File: src/rtl/pi_loop_filter_sat.sv
// Two-stage PI loop filter: power-of-two gains, symmetric integrator/output
// saturation with anti-windup, freeze/clear controls and an error-magnitude lock detector.
module pi_loop_filter_sat #(
    parameter int WERR      = 18,
    parameter int WOUT      = 18,
    parameter int ACC_WIDTH = 24,
    parameter int SH_W      = 5,
    parameter int LOCK_THR  = 256,
    parameter int LOCK_CNT  = 16,
    parameter int CNT_W     = $clog2(LOCK_CNT + 1)
) (
    input  logic                   clk,
    input  logic                   reset_n,
    input  logic signed [WERR-1:0] e_in_i,
    input  logic                   e_valid_i,
    input  logic [SH_W-1:0]        kp_shift_i,
    input  logic [SH_W-1:0]        ki_shift_i,
    input  logic                   freeze_i,
    input  logic                   clear_i,
    output logic signed [WOUT-1:0] ctrl_o,
    output logic                   ctrl_val_o,
    output logic                   sat_o,
    output logic                   lock_o
);

    localparam int XW = ACC_WIDTH + 1;
    localparam logic signed [XW-1:0] ACC_MAX = {2'b00, {(ACC_WIDTH-1){1'b1}}};
    localparam logic signed [XW-1:0] OUT_MAX = {{(XW-WOUT+1){1'b0}}, {(WOUT-1){1'b1}}};
    localparam logic [WERR:0]        LOCK_THR_C = (WERR+1)'(LOCK_THR);
    localparam logic [CNT_W-1:0]     LOCK_CNT_C = CNT_W'(LOCK_CNT);

    // Magnitude is one bit wider so the most negative code does not wrap.
    function automatic logic [WERR:0] abs_e(input logic signed [WERR-1:0] e);
        logic signed [WERR:0] ext;
        ext = {e[WERR-1], e};
        return ext[WERR] ? $unsigned(-ext) : $unsigned(ext);
    endfunction

    function automatic logic signed [ACC_WIDTH-1:0] sym_shift(
        input logic signed [WERR-1:0] e,
        input logic [SH_W-1:0]        s
    );
        logic [WERR:0]                 mag;
        logic [WERR:0]                 shr;
        logic signed [ACC_WIDTH-1:0]   wide;
        mag  = abs_e(e);
        shr  = (32'(s) >= WERR) ? '0 : (mag >> s);
        wide = signed'(ACC_WIDTH'(shr));
        if (e[WERR-1]) begin
            wide = -wide;
        end
        return wide;
    endfunction

    // Stage 1 state
    logic                          r_v1;
    logic signed [ACC_WIDTH-1:0]   r_prop;
    logic signed [ACC_WIDTH-1:0]   r_integ;
    logic [CNT_W-1:0]              r_cnt;
    logic                          r_lock;

    // Stage 2 state
    logic signed [ACC_WIDTH-1:0]   r_acc;
    logic signed [WOUT-1:0]        r_ctrl;
    logic                          r_val;
    logic                          r_sat;

    logic signed [ACC_WIDTH-1:0]   w_prop;
    logic signed [ACC_WIDTH-1:0]   w_integ;
    logic                          w_in_lock;
    logic [CNT_W-1:0]              w_cnt_n;

    logic signed [ACC_WIDTH-1:0]   w_inc;
    logic signed [XW-1:0]          w_sum;
    logic signed [ACC_WIDTH-1:0]   w_acc_c;
    logic                          w_acc_hit;
    logic signed [ACC_WIDTH-1:0]   w_acc_n;
    logic                          w_isat;
    logic signed [XW-1:0]          w_y;
    logic signed [WOUT-1:0]        w_ctrl;
    logic                          w_osat;

    assign w_prop    = sym_shift(e_in_i, kp_shift_i);
    assign w_integ   = sym_shift(e_in_i, ki_shift_i);
    assign w_in_lock = (abs_e(e_in_i) <= LOCK_THR_C);

    always_comb begin
        w_cnt_n = r_cnt;
        if (clear_i) begin
            w_cnt_n = '0;
        end else if (e_valid_i) begin
            if (!w_in_lock) begin
                w_cnt_n = '0;
            end else if (r_cnt != LOCK_CNT_C) begin
                w_cnt_n = r_cnt + CNT_W'(1);
            end
        end
    end

    always_ff @(posedge clk or negedge reset_n) begin
        if (!reset_n) begin
            r_v1    <= 1'b0;
            r_prop  <= '0;
            r_integ <= '0;
            r_cnt   <= '0;
            r_lock  <= 1'b0;
        end else begin
            r_v1   <= e_valid_i;
            r_cnt  <= w_cnt_n;
            r_lock <= (w_cnt_n == LOCK_CNT_C);
            if (e_valid_i) begin
                r_prop  <= w_prop;
                r_integ <= w_integ;
            end
        end
    end

    // Landing exactly on a rail counts as a saturation hit.
    always_comb begin
        w_inc     = freeze_i ? '0 : r_integ;
        w_sum     = {r_acc[ACC_WIDTH-1], r_acc} + {w_inc[ACC_WIDTH-1], w_inc};
        w_acc_c   = w_sum[ACC_WIDTH-1:0];
        w_acc_hit = 1'b0;
        if (w_sum >= ACC_MAX) begin
            w_acc_c   = ACC_MAX[ACC_WIDTH-1:0];
            w_acc_hit = 1'b1;
        end else if (w_sum <= -ACC_MAX) begin
            w_acc_c   = -ACC_MAX[ACC_WIDTH-1:0];
            w_acc_hit = 1'b1;
        end
        w_acc_n = clear_i ? '0 : w_acc_c;
        w_isat  = w_acc_hit & ~clear_i;

        w_y    = {r_prop[ACC_WIDTH-1], r_prop} + {w_acc_n[ACC_WIDTH-1], w_acc_n};
        w_ctrl = w_y[WOUT-1:0];
        w_osat = 1'b0;
        if (w_y >= OUT_MAX) begin
            w_ctrl = OUT_MAX[WOUT-1:0];
            w_osat = 1'b1;
        end else if (w_y <= -OUT_MAX) begin
            w_ctrl = -OUT_MAX[WOUT-1:0];
            w_osat = 1'b1;
        end
    end

    always_ff @(posedge clk or negedge reset_n) begin
        if (!reset_n) begin
            r_acc  <= '0;
            r_ctrl <= '0;
            r_val  <= 1'b0;
            r_sat  <= 1'b0;
        end else begin
            r_val <= r_v1;
            r_sat <= r_v1 & (w_isat | w_osat);
            if (clear_i) begin
                r_acc <= '0;
            end else if (r_v1) begin
                r_acc <= w_acc_n;
            end
            if (r_v1) begin
                r_ctrl <= w_ctrl;
            end
        end
    end

    assign ctrl_o     = r_ctrl;
    assign ctrl_val_o = r_val;
    assign sat_o      = r_sat;
    assign lock_o     = r_lock;

endmodule

File: config.mk
export PLATFORM = sky130hd
export DESIGN_NAME = pi_loop_filter_sat
export DESIGN_NICKNAME = d
export VERILOG_FILES = /design/src/rtl/pi_loop_filter_sat.sv
export SDC_FILE = /design/constraint.sdc
export NUM_CORES = 1
export LEC_CHECK = 0
export ABC_AREA = 1
export CAP_MARGIN = 20
export CORE_MARGIN = 4
export CORE_UTILIZATION = 63
export CTS_CLUSTER_SIZE = 8
export DETAILED_ROUTE_END_ITERATION = 7
export PLACE_DENSITY = 0.83
export SYNTH_ARGS = -nofsm -noshare
export SYNTH_HDL_FRONTEND = slang
export SYNTH_SLANG_ARGS = --single-unit
File: constraint.sdc
create_clock -name clk -period 6.9 [get_ports clk]
set_input_delay 1.38 -clock clk [delete_from_list [all_inputs] [get_ports clk]]
set_output_delay 1.38 -clock clk [all_outputs]
set_load 0.02 [all_outputs]
==> impl.org, run 1 <==
** Drt
- Once detail routing completed, the nets flagged for antenna violations numbered 0.
- DRC marker count from the first detailed-route iteration :: about 1300
- Final WL :: ~38000 um
- Total number of vias :: 13940
- Dividing the detail-routed wire length by the instance count gives approximately 16 um.
- Drt via density :: between 5 and 6
- For this run, design rule violations remaining after detail routing come to 0.
- Drt first pass iters :: 8

** Cells and area
- Fraction of layout cells with a size suffix above 1 :: under 10%
- Final nets :: 2212
- End-of-flow core utilization :: between 70% and 80%
- 0 antenna diodes ended up in the layout.
- The area growth from synthesis to layout is 14.14%.

** Worst hold path
- Class of the most critical hold timing path :: reg2reg

** Clock network
- Counting the buffers created by CTS gives 9.
- Post_cts resized :: 0
- In this run, post-CTS hold repair placed 0 buffers.
- Buffers added to address setup during post-CTS repair amount to 0.
- The clock drives between 90 and 100 sinks.
- Clock latency on the worst-skew pair, taken at its later pin, is between 300 and 400 ps.
- CTS tree :: yes
- The clock passes through at most 2 buffers.
- Clock tree synthesis selected as its root buffer the cell sky130_fd_sc_hd__clkbuf_16.
- Number of H-tree branching levels :: 3
- Clock-pin slew was measured on the worst setup and hold paths at 70 ps.

** Worst setup path
- WP data arrival :: roughly 6700 ps
- Most frequent cell on the critical path :: sky130_fd_sc_hd__nand2_1
- Data required time of the worst path :: 7150 ps
- The critical path is of the in2reg type.
- The largest single stage delay on the critical path is 350 ps.
- Critical path's slowest cell :: sky130_fd_sc_hd__ha_1
- STA classifies the critical path endpoint as a register.
- Of all nets on the critical path, the largest fanout is 10.
- STA classifies the critical path startpoint as an input pin.

** Power and ir drop
- Clock group share of total power :: 16.3%
- Internal power comes to ~1.7 mW.
- Combinational Power Share :: about three fifths
- Worst supply voltage drop on vdd :: approximately 0.16 mV
- Sequential cells burn about a quarter of the power.
- Power Dens Cells :: approximately 240 nW/um2
- Leakage component of the power :: 7.190 nW
- Switching component of the power :: 1.500 mW
- Switching fraction of total power :: roughly 47%

** Floorplanning
- The initialized floorplan defines 49 standard-cell rows.
- 54 I/O pins were placed.
- Measured along the x axis, the die boundary spans about 140 um.
- Area of the placeable core :: between 15000 and 20000 um2
- Effective utilization at floorplan :: about 64%
- The die covers between 20000 and 25000 um2.
- Die Span Y :: 144.1 um

** Global route
- For this run, the total global-route usage over all layers was measured as a little over a third.
- Sum of overflow across all layers after global routing :: 0
- Entering global routing, the biggest net connects slightly below 80 pins.
- The via count of the first global-routing pass is 12860.
- First-pass GRT wire length :: 61260 um
- The initial antenna violation count was 0.

** Timing
- Share of the cycle needed by the critical path after routing :: a little over nine tenths
- The number of failing hold endpoints at the final stage was 0.
- At the pin with the least slew margin, the transition time is ~1100 ps.
- Final total negative setup slack :: 0 ps
- Worst-case setup margin in the final layout :: around 430 ps
- The worst pin sits at a relative slew slack of between 20 and 30%.
- Count of final setup violators :: 0
- Max-slew violations :: 0
- Highest achievable clock rate :: around 0.15 GHz
- Between clock sinks in the finished design, the worst skew comes to around 15 ps.
- The clock period could shrink to about 6500 ps.

** Synthesis
- Number of standard cells after synthesis :: about 2000
- Number of flops mapped to enable cells by yosys :: 0
- Top-area cell type share of the netlist area :: 21.24%
- For this run, the register share of the synthesized area comes to 21.24%.
- In the post-synthesis netlist, the biggest area contributors are sky130_fd_sc_hd__dfrtp_1 (21%), sky130_fd_sc_hd__nand2_1 (21%), sky130_fd_sc_hd__nand3_1 (14%).
- Share of synthesized registers carrying an async set or reset :: 100.0%
- The synthesized netlist contains 49 unique library cells.
- Dominant register cell in the synthesized netlist :: sky130_fd_sc_hd__dfrtp_1
- Summing every instance area after synthesis gives 11660 um2.
- The Yosys step of the flow raised 0 warnings.
- Average size of a mapped cell :: a little under 6 um2
- The synthesized design spends more area on one cell type than any other, namely sky130_fd_sc_hd__dfrtp_1.
- Post-Syn Nets :: between 2000 and 2500
- Synthesis inferred between 90 and 100 register bits.

** Flow run
- Max-cap violations in this run came to 0.

** Placed design
- The congestion estimate from routability-driven global placement came to between 1 and 1.5.
- Summed over all nets, the half-perimeter wirelength after detailed placement is between 30000 and 40000 um.
- Before CTS, the worst setup slack after placement is -190.3 ps.
- Buffers placed on the I/O ports in this run total 53.

** Status
- The flow ran to the end, and the final reports show no timing, DRC or antenna violations.
final timing paths:
kind	end	slack, ps	cells past startpoint	startpoint
min in group asynchronous	r_acc[12]$_DFFE_PN0P_	910	1	reset_n
max reg2reg	ctrl_o[0]$_DFFE_PN0P_	1360	40	r_integ[0]$_DFFE_PN0P_
max	ctrl_o[0]$_DFFE_PN0P_	430	39	freeze_i
min	r_prop[7]$_DFFE_PN0P_	490	2	r_prop[7]$_DFFE_PN0P_
min reg2reg	r_prop[7]$_DFFE_PN0P_	490	2	r_prop[7]$_DFFE_PN0P_
max in group asynchronous	r_prop[16]$_DFFE_PN0P_	4720	2	reset_n
cells in the mapped netlist, types with 11 or more instances:
cell                       count
sky130_fd_sc_hd__buf_2        18
sky130_fd_sc_hd__clkbuf_1     25
sky130_fd_sc_hd__and2_1       11
sky130_fd_sc_hd__nand3b_1     11
sky130_fd_sc_hd__xor2_1       23
sky130_fd_sc_hd__inv_1       204
sky130_fd_sc_hd__nand3_1     335
sky130_fd_sc_hd__xnor2_1      11
sky130_fd_sc_hd__o21ai_1      12
sky130_fd_sc_hd__ha_1         53
sky130_fd_sc_hd__nor3_1       17
sky130_fd_sc_hd__a21oi_1     104
sky130_fd_sc_hd__dfrtp_1      99
sky130_fd_sc_hd__nand2_2      19
sky130_fd_sc_hd__nor2_1      211
sky130_fd_sc_hd__nor2_2       14
sky130_fd_sc_hd__nand4_1      49
sky130_fd_sc_hd__o21ai_0      77
sky130_fd_sc_hd__nand2_1     642
critical path, delay by kind of cell:
kind | cells | cell delay [ps]
buffers and inverters | 7 | 1030
adder cells (fa/ha/maj) | 2 | 660
AO/OA/AOI/OAI | 8 | 1540
AND/OR/NAND/NOR | 22 | 2110
power by group through the flow:
| stage | clock, mW | combinational [mW] | sequential, mW |
|---|---|---|---|
| 2_1_floorplan | 0 | 1.15 | 0.795 |
| 3_3_place_gp | 0 | 1.82 | 0.757 |
| 3_5_place_dp | 0 | 1.85 | 0.763 |
| 4_1_cts | 0.522 | 1.87 | 0.753 |
| 5_1_grt | 0.546 | 2.12 | 0.764 |
| 6_report | 0.519 | 1.92 | 0.755 |
layout make-up:
cell class | count | area, um2
Sequential cell | 99 | 2477
Timing Repair Buffer | 154 | 1354
Tap cell | 229 | 286.5
Fill cell | 1567 | 4772
Multi-Input combinational cell | 1644 | 8082
Clock inverter | 6 | 65.06
Clock buffer | 10 | 239.0
Inverter | 216 | 810.8
layer usage:
| metal | wire, um | global-route usage (%) | vias to the layer above |
|---|---|---|---|
| met3 | 3178 | 6.713 | 156 |
| met2 | 17060 | 58.92 | 701 |
| met5 | 0 | 0 | - |
| li1 | - | - | 6843 |
| met1 | 15270 | 45.61 | 6235 |
| met4 | 2293 | 20.52 | 0 |
sequential cells by signal (all words and copies together) (netlist names):
signal      cells
ctrl_o         18
ctrl_val_o      1
lock_o          1
r_prop         24
r_integ        24
r_v1            1
r_cnt           5
r_acc          24
sat_o           1
cell families after synthesis:
logic type	after synthesis	share of synthesized area, %
buffers and inverters	282	9.900
AND/OR/NAND/NOR	1337	50.31
XOR/XNOR	35	2.692
adder cells (fa/ha/maj)	55	6.028
AO/OA/AOI/OAI	216	9.836
flip-flops	99	21.24
layout by cell type, fill, tap and decap left out, types with 49 or more instances in the layout:
cell type,count
sky130_fd_sc_hd__dfrtp_1,99
sky130_fd_sc_hd__nor2_1,209
sky130_fd_sc_hd__ha_1,53
sky130_fd_sc_hd__nand3_1,335
sky130_fd_sc_hd__buf_4,97
sky130_fd_sc_hd__clkdlybuf4s50_1,50
sky130_fd_sc_hd__o21ai_0,76
sky130_fd_sc_hd__a21oi_1,100
sky130_fd_sc_hd__nand4_1,49
sky130_fd_sc_hd__nand2_1,638
sky130_fd_sc_hd__inv_1,204
metrics by stage:
| step | cells | area, um2 | hold slack [ps] | power [mW] |
|---|---|---|---|---|
| after floorplan | 2024 | 11660 | 351.9 | 1.947 |
| after global placement | 2340 | 12930 | 465.0 | 2.573 |
| after detailed placement | 2340 | 12930 | 474.1 | 2.615 |
| after CTS | 2356 | 13240 | 491.6 | 3.142 |
| after global routing | 2358 | 13310 | 522.5 | 3.430 |
| final | 2358 | 13310 | 489.1 | 3.193 |
Power figures use the tool's default switching activity.
==> inputs of run 2 (changes only) <==
--- a/config.mk
+++ b/config.mk
@@ -7,7 +7,7 @@
 export LEC_CHECK = 0
 export ABC_AREA = 1
 export CAP_MARGIN = 20
-export CORE_MARGIN = 4
+export CORE_MARGIN = 2
 export CORE_UTILIZATION = 63
 export CTS_CLUSTER_SIZE = 8
 export DETAILED_ROUTE_END_ITERATION = 7
==> run 2 against run 1 <==
  * The run now ends with DRC left
  * Largest power group unchanged
  * Cell area is 2.7% lower
  * Count of clock-buffer cells in the layout down 1
  * Power decreased by 3.9%
  * Largest cell class unchanged
  * Sequential share of layout area grew 0.52 points
  * Highest routed layer unchanged
  * Sequential cell count did not move
  * Worst setup slack got worse by 7.3 ps
  * Critical path depth down 3
  * Maximum frequency down 0.11%
==> impl.org, run 2 (synthesis results as in run 1) <==
** Drt
- The count of vias placed by the detailed router was 13820 (-0.83%).
- The routed wire length is 37240 um (-1.5%).
- Drt via density :: 5.983 (+1.2%)
- The iteration count of the initial detailed-routing pass came to 8 (unchanged).
- The remaining antenna violation count is 0 (unchanged).
- The iteration-0 DRC count of the detailed router was 1301 (-2.6%).
- Wire length per cell after detailed routing :: 16.12 um (+0.58%)
- DRC violation count after routing :: 4 (+4)

** Power and ir drop
- The leakage power total came to 6.924 nW (-3.7%).
- The worst voltage drop across the vdd grid came to 0.1538 mV (-4.4%).
- The power density over cell area is 236.9 nW/um2 (-1.2%).
- Overall power :: 3.067 mW (-3.9%)

** Cells and area
- The antenna diode count was 0 (unchanged).
- Number of filler cells placed in the layout :: 1609 (+2.7%)
- The count of nets after finishing is 2164 (-2.2%).
- Leaving out fill and tap cells, the most frequent cell in the layout is sky130_fd_sc_hd__nand2_1.
- The largest registers in the layout are r_acc x24, r_integ x24, r_prop x24.
- From synthesis to final layout, the design area changed by 11.01%.
- Final Instance Count excl. Fillers :: 2310 (-2.0%)
- The ratio of cells with drive above 1 in the final layout was 7.304% (-1.8 points).
- Commonest cells after routing, fill and taps aside :: sky130_fd_sc_hd__nand2_1 (642), sky130_fd_sc_hd__nand3_1 (335), sky130_fd_sc_hd__nor2_1 (206), sky130_fd_sc_hd__inv_1 (204), sky130_fd_sc_hd__dfrtp_1 (99)

** Worst setup path
- Cell type group with the largest total delay on the critical path :: simple AND/OR/NAND/NOR gates
- The worst setup path is captured at a register.
- The required time reported for the critical path endpoint is 7130 ps (-20 ps).
- Reg-to-reg critical path endpoint :: ctrl_o[7]$_DFFE_PN0P_
- The arrival time of data at the critical path endpoint was 6710 ps (about the same).
- Reg-to-reg critical path startpoint :: r_integ[0]$_DFFE_PN0P_
- The number of cells on the critical path is 36 (-7.7%).
- The worst setup path is launched from an input pin.
- The maximum single-stage delay on the critical path came to 420 ps (+70 ps).
- Worst reg-to-reg setup slack :: 1340 ps (-20 ps)
- In this design, the critical path's most frequently occurring cell is sky130_fd_sc_hd__nor2_1.
- The critical path starts at freeze_i.
- Critical path's slowest cell :: sky130_fd_sc_hd__ha_1
- The most critical setup path has its endpoint at ctrl_o[7]$_DFFE_PN0P_.
- Crit path kind :: in2reg
- The largest driver fanout on the critical path is 15 (+5).
- The buffering stage count on the worst path with inverters included is 6 (-1).
- Register-to-Register Path Depth :: 38 (-5.0%)

** Floorplanning
- Std cell rows :: 49 (unchanged)
- The initial standard-cell utilization of the core came to 64.50% (unchanged).
- Area of the placeable core :: 18090 um2 (unchanged)
- Die Span Y :: 140.1 um (-2.8%)
- The top-level port count is 54 (unchanged).
- Die area :: 19620 um2 (-5.5%)
- Chip width :: 140.1 um (-2.8%)

** Timing
- Final total negative setup slack :: 0 ps (unchanged)
- Highest achievable clock rate :: 0.1544 GHz (-0.11%)
- The number of failing hold endpoints at the final stage is 0 (unchanged).
- The smallest hold slack was 495.6 ps (+6.475 ps).
- Max-slew violations :: 0 (unchanged)
- Min Clock Period, post-route :: 6476 ps (+7.310 ps)
- Setup repair after global routing left no endpoint under its margin.
- The final clock period utilization by the worst path was 93.85% (+0.11 points).
- Worst-case setup margin in the final layout :: 424.3 ps (-7.310 ps)
- The total of endpoints with negative setup slack in the final report is 0 (unchanged).
- Rel. slew slack :: 41.19% (+13 points)
- The transition time at the pin with the least slew margin came to 882.2 ps (-198.3 ps).
- The final setup skew was 15.33 ps (+0.4082 ps).

** Clock network
- TritonCTS built the clock tree.
- Clock Latency Late Sink :: 370 ps (about the same)
- Worst-case clock buffer depth :: 2 (unchanged)
- Clock net sink count :: 99 (unchanged)
- Root buffer cell :: sky130_fd_sc_hd__clkbuf_16
- TritonCTS buffer count :: 9 (unchanged)
- The H-tree depth is 3 (unchanged).
- Clock slew at the register clock pins of the worst setup and hold paths :: 70 ps (about the same)
- The number of hold-repair buffers added at the cts stage was 0 (unchanged).

** Global route
- Vias in the first global route :: 12670 (-1.4%)
- Initial antenna violation count :: 0 (unchanged)
- First-pass GRT wire length :: 60770 um (-0.80%)
- Sum of overflow across all layers after global routing :: 0 (unchanged)
- The largest net degree at the start of global routing is 73 (-6.4%).
- The total track usage was 37.58% (+1.2 points).

** Status
- The final reports fail on DRC.
- Result of the run :: finished, violations left

** Worst hold path
- In this run the worst hold path is classified as reg2reg.

** Placed design
- Last weighted congestion value of the routability-driven placer :: 1.115 (+0.54%)
- The half-perimeter wire length after detailed placement came to 29470 um (-2.1%).
- Quantity of I/O buffers inserted on ports :: 53 (unchanged)
- Worst slack, placed :: -362.5 ps (-172.2 ps)
- The number of placed instances with taps included was 2292 (-2.1%).

** Flow run
- The number of maximum-capacitance violations came to 0 (unchanged).
==> run 2: cell count changes in the layout (fill, tap and decap cells not counted), sizes merged <==
cell	before	now
clkbuf	10	9
inv	216	214
buf	103	57
clkinv	6	9
nand2	663	662
dlymetal6s2s	1	0
==> run 2: per-stage QoR <==
stage / utilization [%] / instance area (um2)
finish: 71.59 / 12950
global route: 71.59 / 12950
CTS: 71.12 / 12860
detailed placement: 69.37 / 12550
global placement: 69.37 / 12550
floorplan: - / 11660
==> run 2: worst min-delay path by stage <==
stage / from / cells past startpoint / end / slack (ps)
2_1_floorplan: r_v1$_DFF_PN0_ / 0 / ctrl_val_o$_DFF_PN0_ / 350
3_3_place_gp: r_integ[0]$_DFFE_PN0P_ / 2 / r_integ[0]$_DFFE_PN0P_ / 470
3_5_place_dp: r_integ[0]$_DFFE_PN0P_ / 2 / r_integ[0]$_DFFE_PN0P_ / 480
4_1_cts: ctrl_o[0]$_DFFE_PN0P_ / 2 / ctrl_o[0]$_DFFE_PN0P_ / 500
5_1_grt: r_integ[14]$_DFFE_PN0P_ / 2 / r_integ[14]$_DFFE_PN0P_ / 520
6_report: r_prop[10]$_DFFE_PN0P_ / 2 / r_prop[10]$_DFFE_PN0P_ / 500
==> run 2: what timing repair did <==
action                     in CTS  in global routing
setup endpoints to repair      17                 18
pin swaps                       0                  1
resized for setup               1                 20
buffers inserted                0                  1
==> run 2: power breakdown <==
group	total [mW]	internal [mW]	switching (mW)
combinational	1.78	0.635	1.15
sequential	0.757	0.684	0.0731
clock	0.525	0.262	0.264
==> run 2: layout make-up <==
type | count | area (um2) | area share (%)
inverters | 216 | 810.8 | 6.261
clock buffers | 9 | 225.2 | 1.739
clock inverters | 7 | 93.84 | 0.7247
multi-input cells | 1643 | 8099 | 62.55
flip-flops and latches | 99 | 2477 | 19.13
well taps | 229 | 286.5 | 2.213
repair buffers | 107 | 955.9 | 7.382
==> run 2: worst register-to-register path: cells and delay by family (launching register included) <==
family	cells	cell delay, ps
buf+inv	5	440
flops	1	360
fa+ha+maj	3	840
compound gates	3	470
simple gates	26	3090
xor+xnor	1	200
==> run 2: layer usage <==
layer	wire [um]	part of all wire (%)	vias to the layer above	track usage [%]
li1	-	-	6734	-
met1	14620	39	6208	46.48
met2	17570	47	725	64.40
met3	3154	8.5	153	4.991
met4	1896	5.1	0	19.30
met5	0	0	-	0
